$ cat src/rtl/microwave_controller.sv
// Microwave cook timer: keypad M:SS entry, 1 s countdown, 7-segment display, magnetron enable.
// Optional MICROWAVE_BLANK_LEADING_ZERO_EN blanks leading zero minute / tens digits.
module microwave_controller #(
   parameter int CLK_HZ = 100
) (
   input  logic       clock,
   input  logic       clearn,
   input  logic [9:0] keypad,
   input  logic       startn,
   input  logic       stopn,
   input  logic       door_closed,
   output logic [6:0] sec_ones_segs,
   output logic [6:0] sec_tens_segs,
   output logic [6:0] min_segs,
   output logic       mag_on
);

   localparam int TW = (CLK_HZ > 1) ? $clog2(CLK_HZ) : 1;
   localparam logic [TW-1:0] TICK_MAX = TW'(CLK_HZ - 1);

   typedef enum logic [1:0] {IDLE, COOK, PAUSE} state_t;

   state_t        state_reg, state_next;
   logic [3:0]    min_reg, min_next;
   logic [3:0]    tens_reg, tens_next;
   logic [3:0]    ones_reg, ones_next;
   logic [TW-1:0] tick_reg, tick_next;
   logic [9:0]    prev_keypad_reg;
   logic          prev_startn_reg;
   logic          prev_stopn_reg;

   logic       key_press;
   logic [3:0] key_digit;
   logic       start_press;
   logic       stop_press;
   logic       time_zero;
   logic [3:0] dec_min, dec_tens, dec_ones;
   logic       dec_zero;

   // A press needs exactly one key down now and none down on the previous sample.
   assign key_press = (keypad != 10'd0) &&
                      ((keypad & (keypad - 10'd1)) == 10'd0) &&
                      (prev_keypad_reg == 10'd0);

   always_comb begin
      key_digit = 4'd0;
      for (int i = 0; i < 10; i++) begin
         if (keypad[i]) key_digit = 4'(i);
      end
   end

   assign start_press = prev_startn_reg & ~startn;
   assign stop_press  = prev_stopn_reg & ~stopn;
   assign time_zero   = (min_reg == 4'd0) && (tens_reg == 4'd0) && (ones_reg == 4'd0);

   always_comb begin
      dec_min  = min_reg;
      dec_tens = tens_reg;
      dec_ones = ones_reg;
      if (ones_reg != 4'd0) begin
         dec_ones = ones_reg - 4'd1;
      end else if (tens_reg != 4'd0) begin
         dec_tens = tens_reg - 4'd1;
         dec_ones = 4'd9;
      end else begin
         dec_min  = min_reg - 4'd1;
         dec_tens = 4'd5;
         dec_ones = 4'd9;
      end
   end

   assign dec_zero = (dec_min == 4'd0) && (dec_tens == 4'd0) && (dec_ones == 4'd0);

   always_comb begin
      state_next = state_reg;
      min_next   = min_reg;
      tens_next  = tens_reg;
      ones_next  = ones_reg;
      tick_next  = tick_reg;
      case (state_reg)
         IDLE: begin
            if (stop_press) begin
               min_next  = 4'd0;
               tens_next = 4'd0;
               ones_next = 4'd0;
            end else if (start_press && door_closed && !time_zero) begin
               state_next = COOK;
               tick_next  = '0;
            end else if (key_press) begin
               min_next  = tens_reg;
               tens_next = ones_reg;
               ones_next = key_digit;
            end
         end
         COOK: begin
            // Stop beats a simultaneous start; an open door pauses on the same edge.
            if (stop_press || !door_closed) begin
               state_next = PAUSE;
            end else if (tick_reg == TICK_MAX) begin
               tick_next = '0;
               min_next  = dec_min;
               tens_next = dec_tens;
               ones_next = dec_ones;
               if (dec_zero) state_next = IDLE;
            end else begin
               tick_next = tick_reg + 1'b1;
            end
         end
         PAUSE: begin
            if (stop_press) begin
               state_next = IDLE;
               min_next   = 4'd0;
               tens_next  = 4'd0;
               ones_next  = 4'd0;
            end else if (start_press && door_closed) begin
               state_next = COOK;
               tick_next  = '0;
            end
         end
         default: state_next = IDLE;
      endcase
   end

   always_ff @(posedge clock or negedge clearn) begin
      if (!clearn) begin
         state_reg       <= IDLE;
         min_reg         <= 4'd0;
         tens_reg        <= 4'd0;
         ones_reg        <= 4'd0;
         tick_reg        <= '0;
         prev_keypad_reg <= 10'd0;
         prev_startn_reg <= 1'b1;
         prev_stopn_reg  <= 1'b1;
      end else begin
         state_reg       <= state_next;
         min_reg         <= min_next;
         tens_reg        <= tens_next;
         ones_reg        <= ones_next;
         tick_reg        <= tick_next;
         prev_keypad_reg <= keypad;
         prev_startn_reg <= startn;
         prev_stopn_reg  <= stopn;
      end
   end

   function automatic logic [6:0] seg7(input logic [3:0] d);
      case (d)
         4'd0:    seg7 = 7'b0111111;
         4'd1:    seg7 = 7'b0000110;
         4'd2:    seg7 = 7'b1011011;
         4'd3:    seg7 = 7'b1001111;
         4'd4:    seg7 = 7'b1100110;
         4'd5:    seg7 = 7'b1101101;
         4'd6:    seg7 = 7'b1111101;
         4'd7:    seg7 = 7'b0000111;
         4'd8:    seg7 = 7'b1111111;
         4'd9:    seg7 = 7'b1101111;
         default: seg7 = 7'b0000000;
      endcase
   endfunction

   assign sec_ones_segs = seg7(ones_reg);
`ifdef MICROWAVE_BLANK_LEADING_ZERO_EN
   assign min_segs      = (min_reg == 4'd0) ? 7'b0000000 : seg7(min_reg);
   assign sec_tens_segs = (min_reg == 4'd0 && tens_reg == 4'd0) ? 7'b0000000 : seg7(tens_reg);
`else
   assign min_segs      = seg7(min_reg);
   assign sec_tens_segs = seg7(tens_reg);
`endif

   assign mag_on = (state_reg == COOK) && door_closed;

endmodule

$ cat config.mk
export PLATFORM = sky130hd
export DESIGN_NAME = microwave_controller
export DESIGN_NICKNAME = d
export VERILOG_FILES = /design/src/rtl/microwave_controller.sv
export SDC_FILE = /design/constraint.sdc
export NUM_CORES = 1
export LEC_CHECK = 0
export ABC_CLOCK_PERIOD_IN_PS = 3300
export CAP_MARGIN = 5
export CELL_PAD_IN_SITES_DETAIL_PLACEMENT = 0
export CELL_PAD_IN_SITES_GLOBAL_PLACEMENT = 1
export CORE_MARGIN = 1.5
export CORE_UTILIZATION = 40
export DETAILED_ROUTE_END_ITERATION = 8
export PLACE_DENSITY = 0.8
export RECOVER_POWER = 100
export SLEW_MARGIN = 0
export SYNTH_ARGS = -nofsm -noshare
export SYNTH_HDL_FRONTEND = slang
export SYNTH_SLANG_ARGS = --single-unit
$ cat constraint.sdc
create_clock -name clock -period 3.3 [get_ports clock]
set_input_delay 0.66 -clock clock [delete_from_list [all_inputs] [get_ports clock]]
set_output_delay 0.66 -clock clock [all_outputs]
set_load 0.01 [all_outputs]
==> reports/results.txt, run 1 <==
The flow ran to the end, but the final reports show violations. The final reports fail on capacitance limit, slew limit. The met3 track demand over resource came out at 3.44%. The first global-routing pass estimated 9.82 mm of wire. After clock tree synthesis, the repair step resized 0 gates. The proportion of power drawn by combinational gates was 66.0%. In this run the mean area of a mapped cell was 8.31 um^2. The portion of total power attributed to the clock network was 11.7%. The maximum buffer depth of the clock tree is 2, and the final hold violation count is 0.

Across every metal layer, demand over resource in global routing totals 18.8%. The maximum fanout along the worst path works out to 12. The max-capacitance violation count is 1, and the sum of negative setup slack is 0 ps. Static timing analysis puts the maximum clock frequency at 336 MHz.

Of the synthesized area, sequential elements account for 33.2%. The run gives 25.7% as the met1 layer usage reported by global route. For this run the aggregate overflow at the end of global routing stands at 0.

Counting I/O delays and the setup requirement, the final critical path takes 2980 ps. Clock-pin slew was measured on the worst setup and hold paths at 70 ps. For the final cell area excluding filler cells, the log shows 0.00307 mm^2. The die is 81.9 um tall. The standard cell area after detailed placement is 0.00299 mm^2. In this run, CTS created clock tree buffers numbering 5. The critical path goes through inv_1 > ha_1 > nor3b_1 > nand3_1 > a211oi_1 > a31oi_4 > nor2_2 > mux2_1. Entering global routing, the biggest net connects 34 pins.

The met2 routing resource usage after global routing is 30.1%, and the global placement routability congestion is 0.772. met2 is the most crowded layer. The die outline area was 0.00671 mm^2; the width of the chip was 81.9 um. After synthesis the cells add up to 0.00249 mm^2. TritonCTS built the clock tree. The number of optimization iterations in the first detailed-route pass is 4. The number of nets handed over by synthesis was 338. Net switching is 46.8% of the power. The number of synthesized register bits came out at 33. For this configuration, the core starts out at a cell density of 41.8%. Per report_power, the sequential group accounts for 22.3% of the total. The kind of critical path was reg -> reg.

The detailed-placement wirelength estimate was 4.37 mm. Ranked by total cell area, the synthesized netlist is headed by dfrtp_1 31%, ha_1 12%, o21ai_0 7.0%. The total detailed-routing wirelength came out at 5.90 mm. The number of buffers inserted by hold repair at cts is 0, and the worst setup skew after layout is 7.46 ps. The run gives 1.26 nW as the reported leakage power.

The slowest stage of the critical path is the nor2_2 cell. For this run, the leading register cell type out of synthesis is dfrtp_1. The worst-case IR drop observed on VDD is 505 uV. The register with the most flip-flops in the layout has 10 of them. The clock latency reported for the late side of the worst-skew pair is 290 ps, and the area growth from synthesis to layout is 23.1%.

After synthesis, the netlist uses 55 different library cells. For this run, the number of standard cells in the final layout without fillers is 419. Summed over all nets, the switching power comes to 0.00137 W. In this run the tightest slew margin relative to its limit is -23.0%.

The row count is 28. Buffer cell driving the clock tree root: clkbuf_8. The fraction of the cycle the final worst path needs works out to 90.2%. Dividing total power by cell area gives a power density of 952 mW/mm^2. The area share of the leading cell type in the synthesized netlist is 31.1%. The number of sinks driven by the clock tree is 33, and the boundary pin count is 37.

Data on the critical path arrives at its endpoint at 3150 ps. STA classifies the critical path endpoint as a flip-flop. The fraction of synthesis flops using an asynchronous set or reset pin is 100%. The total instance count after detailed placement is 411, and the ratio of cells with drive above 1 in the final layout is 7.27%. The number of buffers added on ports is 36.

The tools report the core footprint as 0.00596 mm^2. In this run the worst hold path is classified as reg -> reg. Setup repair after global routing left no endpoint under its margin. For this block, the via count after detailed routing is 2296. Setup violations remaining at the end of the flow were counted as 0. At the pin with the least slew margin, the transition time is 1840 ps. The internal portion of the total power is 0.00155 W.

In the final design database the tool counted 381 nets. The number of antenna violations at the first check in global routing is 0, and the DRC marker count from the first detailed-route iteration is 116. The run gives 300 as the number of standard cells after synthesis. In the routed design, unresolved DRC markers number 0. The buffer count from post-CTS setup fixing is 0, and the required time of the critical path is 3470 ps. The repair_antennas step left the layout with diodes totalling 0. The H-tree level count is 2, and the yosys synthesis warning count is 0.

Counting flops with a built-in enable in the synthesized netlist gives 0. The run gives 34 as the final number of max-transition violations. The average detailed-routed wire length per instance is 14.1 um, and the number of vias per cell is 5.48. The worst setup path is launched from a flip-flop.

The stage delay of the slowest cell on the critical path was 520 ps. At the end of the flow the core is filled with cells to 51.5%. The detail route stage leaves a number of antenna-violating nets equal to 0. The biggest area contributor in the post-synthesis netlist is dfrtp_1. The number of global-route vias before repair came out at 2120.
cells in the final DEF, fill, tap and decap left out, types with 3 or more instances in the layout:
cell             instances
o31a_1                   3
o22ai_1                  5
dfrtp_1                 31
or3_1                    4
clkdlybuf4s50_1          5
o31ai_1                  3
dlygate4sd3_1           31
a31oi_1                  6
mux2i_1                  6
nand4_1                  4
a21oi_1                 20
o21ai_0                 36
ha_1                    23
a22o_1                   3
nand3_1                  5
nor2b_1                  7
nor2_1                  22
nand2b_1                 7
a211oi_1                 3
nor3_1                   5
clkbuf_1                 6
nor4_1                   6
nand2_1                 30
nor3b_1                  4
clkbuf_8                 7
buf_4                    8
inv_1                   18
area by class of cell:
type                    instances  area [um^2]
flip-flops and latches         33          828
multi-input cells             235         1540
repair buffers                 50          443
inverters                      18         67.6
well taps                      75         93.8
clock buffers                   7         96.3
clock inverters                 1         5.00
fillers                       593         2890
power by group through the flow:
| stage | registers (W) | logic [W] | clock network, W |
|---|---|---|---|
| 5_1_grt | 0.000677 | 0.00217 | 0.000371 |
| 2_1_floorplan | 0.000585 | 0.00130 | 0 |
| 3_3_place_gp | 0.000659 | 0.00203 | 0 |
| 6_report | 0.000652 | 0.00193 | 0.000342 |
| 4_1_cts | 0.000653 | 0.00205 | 0.000353 |
| 3_5_place_dp | 0.000661 | 0.00203 | 0 |
worst paths after layout:
check / from / end / slack, ps / cells past startpoint
max: ones_reg[0]$_DFFE_PN0P_ / ones_reg[3]$_DFFE_PN0P_ / 320 / 8
max reg2reg: ones_reg[0]$_DFFE_PN0P_ / ones_reg[3]$_DFFE_PN0P_ / 320 / 8
min reg2reg: tick_reg[6]$_DFFE_PN0P_ / tick_reg[6]$_DFFE_PN0P_ / 470 / 1
max in group asynchronous: clearn / prev_keypad_reg[8]$_DFF_PN0_ / 830 / 2
min: tick_reg[6]$_DFFE_PN0P_ / tick_reg[6]$_DFFE_PN0P_ / 470 / 1
min in group asynchronous: clearn / ones_reg[3]$_DFFE_PN0P_ / 1410 / 2
per-layer routing:
layer | part of all wire, % | vias to the layer above
met4 | 1.8 | 0
met5 | 0 | -
li1 | - | 1164
met1 | 49 | 1080
met3 | 3.0 | 9
met2 | 46 | 43
kinds of logic (layout without fill, tap and decap cells):
kind of cell / after synthesis / count (layout) / share of synthesized area, %
and+or+nand+nor: 106 / 106 / 21.7
AOI/OAI and AO/OA: 95 / 95 / 23.9
DFF: 33 / 33 / 33.2
buffers and inverters: 32 / 76 / 5.17
adders and majority gates: 24 / 24 / 11.9
muxes: 8 / 8 / 3.31
xor gates and xnor gates: 2 / 2 / 0.703
cells in the mapped netlist, types with 2 or more instances:
cell type / n
o32a_1: 2
dfstp_2: 2
nor4_1: 6
nor3b_1: 4
dfrtp_1: 31
ha_1: 23
a22o_1: 3
a21oi_1: 20
nand2_1: 30
and3_1: 2
o22ai_1: 5
o31a_1: 3
o31ai_1: 3
clkbuf_1: 12
nand3_1: 5
nor2_1: 22
a21o_1: 2
nor2b_1: 7
nor3_1: 5
o21ai_0: 35
a31oi_1: 6
o21bai_1: 2
or3_1: 4
inv_1: 18
mux2i_1: 6
xnor2_1: 2
nand2b_1: 7
a211oi_1: 3
nand4_1: 4
worst max-delay path, delay by kind of cell (launching register included):
family	cells	cell delay [ps]
mux	1	380
compound gates	2	530
simple gates	3	1020
buf+inv	1	190
flops	1	470
fa+ha+maj	1	270
metrics by stage:
step	power (W)	setup slack, ps	hold WS (ps)
floorplan	0.00188	751	364
detailed placement	0.00270	77.3	469
finish	0.00292	322	474
global placement	0.00269	114	470
CTS	0.00305	288	481
global route	0.00321	108	515
(Power assumes the default switching activity.)
==> run 2: changes to the inputs <==
ABC_CLOCK_PERIOD_IN_PS = 3050   (was 3300)
clock period = 3.05 ns   (was 3.3 ns; I/O delays follow)
==> run 2 against run 1 <==
The flow still finishes with violations (capacitance limit, slew limit). Via count increased by 1.8%. Final cell count increased by 2.6%. Combinational power up 13%.
==> reports/results.txt, run 2 (synthesized netlist as in run 1, its figures left out) <==
The power density over the cells came out at 1050 mW/mm^2 (+9.9%). TritonCTS built the clock tree. The number of global-route vias before repair was 2206 (+4.1%). The final reports fail on capacitance limit, slew limit. Setup repair after global routing left no endpoint under its margin. Number of flip-flops in the largest register: 10 (unchanged). Quantity of gates resized following cts: 0 (unchanged). The transition time at the pin with the least slew margin works out to 1840 ps (-4.91 ps). The kind of critical path was in -> reg. The run gives -22.7% (+0.33 points) as the relative slew slack. The slack of the worst reg-to-reg path is 350 ps (+30 ps). The detailed-route via count is 2337 (+1.8%).

The logs give 0 (unchanged) for the number of antenna violations at the first check in global routing and 34 (unchanged) for the final number of max-transition violations. The required time of the critical path is 3260 ps (-210 ps). The initial core utilization was 41.8% (unchanged). The number of optimization iterations in the first detailed-route pass is 4 (unchanged), and the clock latency reported for the late side of the worst-skew pair is 280 ps (about the same). The max-capacitance violation count was 1 (unchanged). The tools report the final number of setup-violating endpoints as 0 (unchanged).

The number of nets with antenna violations after detailed routing was 0 (unchanged). The critical path data arrival time came out at 3070 ps (-80 ps). Utilization of the core after routing: 52.5% (+1.0 points). The number of vias per cell is 5.43 (-0.82%).

The area growth from synthesis to layout was 25.6%; the clock period minus worst slack was 2860 ps. For the largest net degree at the start of global routing, the log shows 34 (unchanged). For the buffer count from post-CTS setup fixing, the log shows 0 (unchanged).

Number of inserted filler cells in the final layout: 586 (-1.2%). The final global-route overflow total was 0 (unchanged). The final hold violation count is 0 (unchanged).

The run gives 0 (unchanged) as the number of buffers inserted by hold repair at cts. The logs give 37 (unchanged) for the boundary pin count and 1.29 nW (+2.7%) for the reported leakage power. The total instance count after detailed placement is 422 (+2.7%), and the ratio of cells with drive above 1 in the final layout is 7.89% (+0.62 points). For the total DRC errors in the routed layout, the log shows 0 (unchanged). The cell depth of the worst flop-to-flop path is 9 (+1).

Leaving out fill and tap cells, the most frequent cell in the layout is o21ai_0. The run gives 33 (unchanged) as the number of sinks driven by the clock tree. Destination of the worst register-to-register timing path: state_reg[0]$_DFFE_PN0P_.

The tools report the kind of start point of the critical path as a primary input. Vertical die dimension: 81.9 um (unchanged). The global placement routability congestion was 0.785 (+1.7%). The tools report the first-pass GRT wire length as 9.94 mm (+1.2%). The top cell types in the final layout, fill and taps aside, are 36 x o21ai_0, 31 x dfrtp_1, 30 x nand2_1. For this design, the slowest cell found on the critical path is dlygate4sd3_1.

Maximum buffer depth of the clock tree: 2 (unchanged). The critical path goes through dlygate4sd3_1 > or3_1 > o31a_1 > or3_4 > a31oi_1 > clkbuf_1 > nand3b_1 > a22o_1. The tools report the largest vdd supply drop as 645 uV (+28%). The number of buffers added on ports is 36 (unchanged), and the fmax is 350 MHz. The detailed-placement wirelength estimate is 4.52 mm (+3.4%), and the average detailed-routed wire length per instance is 13.9 um (-1.2%). Total detailed-routing wirelength: 5.98 mm (+1.4%).

The worst hold path terminates at tick_reg[6]$_DFFE_PN0P_. The run gives 28 (unchanged) as the row count. The final critical path takes up 93.7% of the cycle. The worst register-to-register path begins at ones_reg[0]$_DFFE_PN0P_. The origin of the worst min-delay path is tick_reg[6]$_DFFE_PN0P_. The tools report the H-tree level count as 2 (unchanged). The maximum fanout along the worst path was 4 (-8); the width of the chip was 81.9 um (unchanged).

The worst min-delay path category is reg -> reg. The post-CTS clock slew at the launch and capture registers of the worst setup and hold paths was 60 ps (about the same); the global-route usage over all layers was 18.9% (+0.093 points). The tools report the number of nets in the layout as 392 (+2.9%). The flow ran to the end, but the final reports show violations.

The buffer cell driving the clock tree root was clkbuf_8. The sum of negative setup slack is 0 ps (unchanged). The run gives 5 (unchanged) as the TritonCTS buffer count. The worst setup path is captured at a flip-flop. For the count of placed standard cells in the final layout, fillers left out, the log shows 430 (+2.6%). The count of cells along the worst hold path was 1 (unchanged); the DRC marker count from the first detailed-route iteration was 92 (-21%). The stage delay of the slowest cell on the critical path is 590 ps (+70 ps), and the die outline area is 0.00671 mm^2 (unchanged). The run gives 11.1 ps (+3.67 ps) as the worst setup skew after layout. The core footprint was 0.00596 mm^2 (unchanged). The antenna cell count was 0 (unchanged).
-- run 2: changes by cell type in the layout (fill, tap and decap cells not counted), sizes merged --
cell           previous run  this run
clkinv                    1         0
dlygate4sd3              31        27
clkdlybuf4s50             5         9
bufinv                    0         1
clkbuf                   13        19
buf                       8        13
-- run 2: area by class of cell --
cell class                      count  area [um^2]  share of cell area (%)
Timing Repair Buffer               61          503                    16.1
Clock buffer                        7         86.3                    2.76
Inverter                           18         67.6                    2.16
Tap cell                           75         93.8                    3.00
Clock inverter                      1         30.0                   0.960
Multi-Input combinational cell    235         1520                    48.6
Sequential cell                    33          828                    26.5
-- run 2: worst max-delay path by stage --
stage,depth (start not counted),slack (ps),to,startpoint
3_3_place_gp,7,10,ones_reg[3]$_DFFE_PN0P_,keypad[7]
2_1_floorplan,8,550,min_reg[0]$_DFFE_PN0P_,keypad[7]
5_1_grt,8,70,tens_reg[3]$_DFFE_PN0P_,keypad[0]
3_5_place_dp,8,-40,tens_reg[3]$_DFFE_PN0P_,keypad[7]
4_1_cts,8,260,tens_reg[3]$_DFFE_PN0P_,keypad[7]
6_report,8,190,min_reg[0]$_DFFE_PN0P_,keypad[0]
-- run 2: per-stage QoR --
step,hold WS [ps],total power [W],area (um^2),setup WS [ps]
global route,544,0.00358,3130,66.1
CTS,480,0.00343,3190,261
floorplan,314,0.00204,2490,551
global placement,468,0.00298,3070,13.7
finish,475,0.00327,3130,192
detailed placement,471,0.00299,3070,-35.2
-- run 2: layer usage --
layer	GRT usage, %	vias up	wire (um)
met5	0	-	0
met4	3.73	0	53
met3	3.33	6	151
met2	32.0	35	2830
met1	25.2	1104	2950
li1	-	1192	-
-- run 2: critical path, delay by kind of cell --
kind            cells  cell delay, ps
simple gates        3             940
compound gates      3             720
buf+inv             2             800
-- run 2: where the power goes --
part / internal, W / switching, W / total (W)
combinational: 0.000988 / 0.00119 / 0.00218
clock: 0.000266 / 0.000159 / 0.000426
sequential: 0.000539 / 0.000129 / 0.000667
total: 0.00179 / 0.00148 / 0.00327
==> variant 1 (settings of run 1) <==
The parameter `CLK_HZ` goes from 100 to 200.
--- a/src/rtl/microwave_controller.sv
+++ b/src/rtl/microwave_controller.sv
@@ -1,7 +1,7 @@
 // Microwave cook timer: keypad M:SS entry, 1 s countdown, 7-segment display, magnetron enable.
 // Optional MICROWAVE_BLANK_LEADING_ZERO_EN blanks leading zero minute / tens digits.
 module microwave_controller #(
-   parameter int CLK_HZ = 100
+   parameter int CLK_HZ = 200
 ) (
    input  logic       clock,
    input  logic       clearn,
Behaviour: no difference found for any inputs over 4 cycles, from zero or initial values; that may be too few to reach the edited logic, so the function may still have changed.
==> variant 1 against run 1 <==
  * The run still ends with capacitance limit, slew limit left
  * Hold slack gained 0.0087 ns
  * Sequential power rose by 4.3%
  * Setup slack worse by 0.11 ns
  * Synthesized area up 12%
  * Global-route usage decreased by 0.18 points
  * First-iteration DRC count increased by 52%
  * Final cell count is 7.4% higher
  * Total power rose by 7.0%
  * Design area up 8.7%
  * Sequential cell count up 1
  * Routed wire length rose by 12%
  * Highest routed layer unchanged
==> variant 1: results (changes against run 1) <==
Logic synthesis
By area the synthesized netlist is led by dfrtp_1, ha_1, o21ai_0. The commonest cells after synthesis are dfrtp_1, o21ai_0, ha_1. The mean instance size in the synthesized netlist is 9.058 um^2 (+9.0%). The xor/xnor cell area share of the yosys netlist came to 1.252% (+0.55 points).

The area share of fa/ha/maj cells after synthesis is 10.28% (-1.7 points). The number of distinct standard cells referenced by the synthesized netlist is 73 (+33%).

Layout
The layout cell share with drive strength beyond 1 is 10.73% (+3.5 points). The number of non-filler instances in the completed layout is 450 (+7.4%).

Setup path
In this run the worst setup path begins at ones_reg[1].

Placed design
The placed wire-length estimate after detailed placement is 4.954 mm (+13%).

GRT
The all-layer global routing usage is 18.62% (-0.18 points). The first-pass GRT wire length was 11.05 mm (+13%). The met1 layer usage reported by global route is 26.29% (+0.59 points). The global-route track usage on met3 came to 3.238% (-0.21 points). The global-route track usage on met2 is 29.26% (-0.82 points).

Power
The net switching power is 1.455 mW (+6.4%). The static leakage power was 1.342 nW (+6.6%).

Run status
The run finished, with violations left. The final reports fail on capacitance limit, slew limit.

Hold path
The startpoint identified for the worst hold timing path is tick_reg[7].

Timing
The setup skew after layout came to 0.008197 ns (+0.0007321 ns). The slew at the pin with the worst max-slew slack is 1.837 ns (-0.007760 ns). The final number of max-transition violations is 35 (+2.9%).

Flow run
The max-cap check violation count is 1 (unchanged).

Routing
The number of violations reported at the end of detailed-routing iteration 0 is 176 (+52%). The average routed wire per standard cell is 14.74 um (+4.7%).
-- variant 1: per-layer routing --
metal | share of wire [%] | routed length [um]
met5 | 0 | 0
met4 | 1.1 | 73
met3 | 4.5 | 300
met2 | 45 | 2955
met1 | 50 | 3306
-- variant 1: logic make-up (layout without fill, tap and decap cells) --
group | Yosys count | after routing
AO/OA/AOI/OAI | 103 | 103
XOR/XNOR | 4 | 4
adder cells (fa/ha/maj) | 23 | 23
buffers and inverters | 34 | 79
flip-flops | 34 | 34
multiplexers | 11 | 11
AND/OR/NAND/NOR | 100 | 100
-- variant 1: worst paths after layout --
path,end,slack [ns]
worst max-delay path,sec_ones_segs[4],0.21
worst min-delay path,tick_reg[7],0.48
worst max register to register,state_reg[1],0.29
worst min register to register,tick_reg[7],0.48
max in group asynchronous,min_reg[3],0.84
min in group asynchronous,tens_reg[3],1.41
-- variant 1: power groups by stage --
stage | Sequential (mW) | Clock [mW] | Combinational [mW]
3_3_place_gp | 0.682 | 0 | 2.27
5_1_grt | 0.702 | 0.337 | 2.34
3_5_place_dp | 0.689 | 0 | 2.27
6_report | 0.680 | 0.310 | 2.14
2_1_floorplan | 0.590 | 0 | 1.57
4_1_cts | 0.680 | 0.323 | 2.28
-- variant 1: area by class of cell --
type | count | area, um^2 | area share [%]
Multi-Input combinational cell | 241 | 1752 | 52.49
Sequential cell | 34 | 853.3 | 25.57
Clock buffer | 8 | 90.09 | 2.700
Tap cell | 96 | 120.1 | 3.600
Inverter | 18 | 67.56 | 2.025
Timing Repair Buffer | 53 | 454.2 | 13.61
-- variant 1: critical path: cells and delay by family, from the launching register on --
kind | cells | cell delay [ns]
adders and majority gates | 1 | 0.31
buffers and inverters | 2 | 0.76
DFF | 1 | 0.48
and+or+nand+nor | 2 | 0.59
==> variant 2 (flow settings as in run 1) <==
Made on the original files. Register the output `sec_tens_segs`, without a reset; this adds one clock of latency there. The other outputs are not delayed to match.
--- a/src/rtl/microwave_controller.sv
+++ b/src/rtl/microwave_controller.sv
@@ -165,7 +165,9 @@
    assign sec_tens_segs = (min_reg == 4'd0 && tens_reg == 4'd0) ? 7'b0000000 : seg7(tens_reg);
 `else
    assign min_segs      = seg7(min_reg);
-   assign sec_tens_segs = seg7(tens_reg);
+   always_ff @(posedge clock) begin
+      sec_tens_segs <= seg7(tens_reg);
+   end
 `endif
 
    assign mag_on = (state_reg == COOK) && door_closed;
Check against the original RTL: not equivalent (Yosys sat finds a counterexample within 4 cycles, from zero or initial values).
==> variant 2 against run 1 <==
  * Highest routed layer unchanged
  * Total power is 1.0% higher
  * Synthesized cell count stayed put
  * The run ends with DRC, capacitance limit, slew limit left
  * Largest cell class unchanged
  * Setup slack worse by 0.11 ns
  * Sequential cell count is 7 higher
  * Synthesized area is 7.3% higher
  * Fmax is 3.5% lower
  * Design area is 3.4% higher
  * Routed wire length is 2.3% higher
==> variant 2: results (changes against run 1) <==
Logic synthesis
The part of the Yosys area used for sequential elements is 36.22% (+3.0 points). The mux cell area share after synthesis is 2.106% (-1.2 points). The fraction of registers with async set/reset is 82.50% (-18 points). The total of flip-flops plus latches after synthesis is 40 (+21%). The number of distinct standard cells referenced by the synthesized netlist came to 59 (+7.3%). The xor/xnor cell area share of the yosys netlist is 0.9827% (+0.28 points). The post-synthesis compound-gate area fraction is 25.60% (+1.7 points). In the synthesized netlist, the cells that appear most often are dfrtp_1, o21ai_0, nand2_1. The area share of fa/ha/maj cells after synthesis is 10.76% (-1.2 points). In the post-synthesis netlist, the biggest area contributors are dfrtp_1, ha_1, o21ai_0.

Setup path
The origin of the critical flop-to-flop path is tens_reg[0]. The end of the worst register-to-register path is state_reg[0]. The startpoint of the worst setup timing path is keypad[3]. The maximum cell stage delay along the critical path is 0.61 ns (+0.09 ns). The setup slack of the worst register-to-register path is 0.45 ns (+0.13 ns). The cell with the largest stage delay on the worst path is dlygate4sd3_1.

Hold path
The path with the worst hold slack has its endpoint at tick_reg[4]. The startpoint identified for the worst hold timing path is tick_reg[4].

Flow run
The max-cap check violation count is 1 (unchanged).

GRT
The pin count of the biggest net entering global routing is 34 (unchanged). The all-layer global routing usage is 17.88% (-0.93 points). The via count of the first global-routing pass is 2200 (+3.8%).

The first-pass GRT wire length was 10.36 mm (+5.6%).

Timing
The worst setup slack after layout was 0.2127 ns (-0.1093 ns). The setup skew after layout came to 0.01223 ns (+0.004761 ns). The slew at the pin with the worst max-slew slack came to 1.767 ns (-0.07780 ns). The final worst hold slack is 0.5441 ns (+0.06968 ns). The final number of max-transition violations came to 34 (unchanged).

Power
The worst-case vdd ir drop came to 298.3 uV (-41%). The fraction of power consumed by combinational cells is 60.3% (-5.7 points). The static leakage power is 1.308 nW (+4.0%). The switching portion of total power is 46.12% (-0.69 points).

Layout
The filler cell count is 620 (+4.6%). The footprint of the multi-input gates is 1543 um^2 (+0.49%). The layout cell share with drive strength beyond 1 is 7.918% (+0.65 points). The net total in the final layout is 378 (-0.79%).

The number of non-filler instances in the completed layout is 418 (-0.24%).

Routing
The routed length on met2 is 2.705 mm (-1.1%). The number of violations reported at the end of detailed-routing iteration 0 was 139 (+20%). The number of iterations in the first detailed-routing pass is 6 (+2). The final routed DRC violation total was 6 (+6). The detailed-routed wire length on met3 is 266 um (+50%).

The average routed wire per standard cell is 14.43 um (+2.5%).

Placed design
The cell area reported after detailed placement was 3124 um^2 (+4.5%). The placed cell count is 410 (-0.24%). The post-placement worst setup slack is 0.1577 ns (+0.08038 ns).

Run status
The final reports fail on DRC, capacitance limit, slew limit. The run finished, with violations left.
==> variant 2: changes by cell type after synthesis, sizes merged, moves of 4 or more <==
cell / run 1 / this run
buf: 1 / 5
dfxtp: 0 / 7
nor2b: 7 / 3
nand3: 5 / 11
clkbuf: 13 / 6
o22ai: 5 / 10
a21oi: 20 / 24
or3: 5 / 1
o21ai: 36 / 31
a2111oi: 0 / 5
==> variant 2: metal layers <==
layer	vias to the layer above	track usage (%)
met3	6	3.048
met5	-	0
met4	0	5.216
met1	1131	25.14
li1	1188	-
met2	57	28.29
==> variant 2: critical path, delay by kind of cell <==
family,cells,cell delay [ns]
simple gates,3,1.20
buf+inv,1,0.61
mux,1,0.34
compound gates,1,0.28
xor+xnor,1,0.18
==> variant 2: cell type report <==
cell class,instances,area share [%]
Multi-Input combinational cell,230,48.60
Sequential cell,40,30.51
Timing Repair Buffer,44,12.65
Tap cell,77,3.035
Clock buffer,7,2.720
Inverter,19,2.247
Clock inverter,1,0.2365
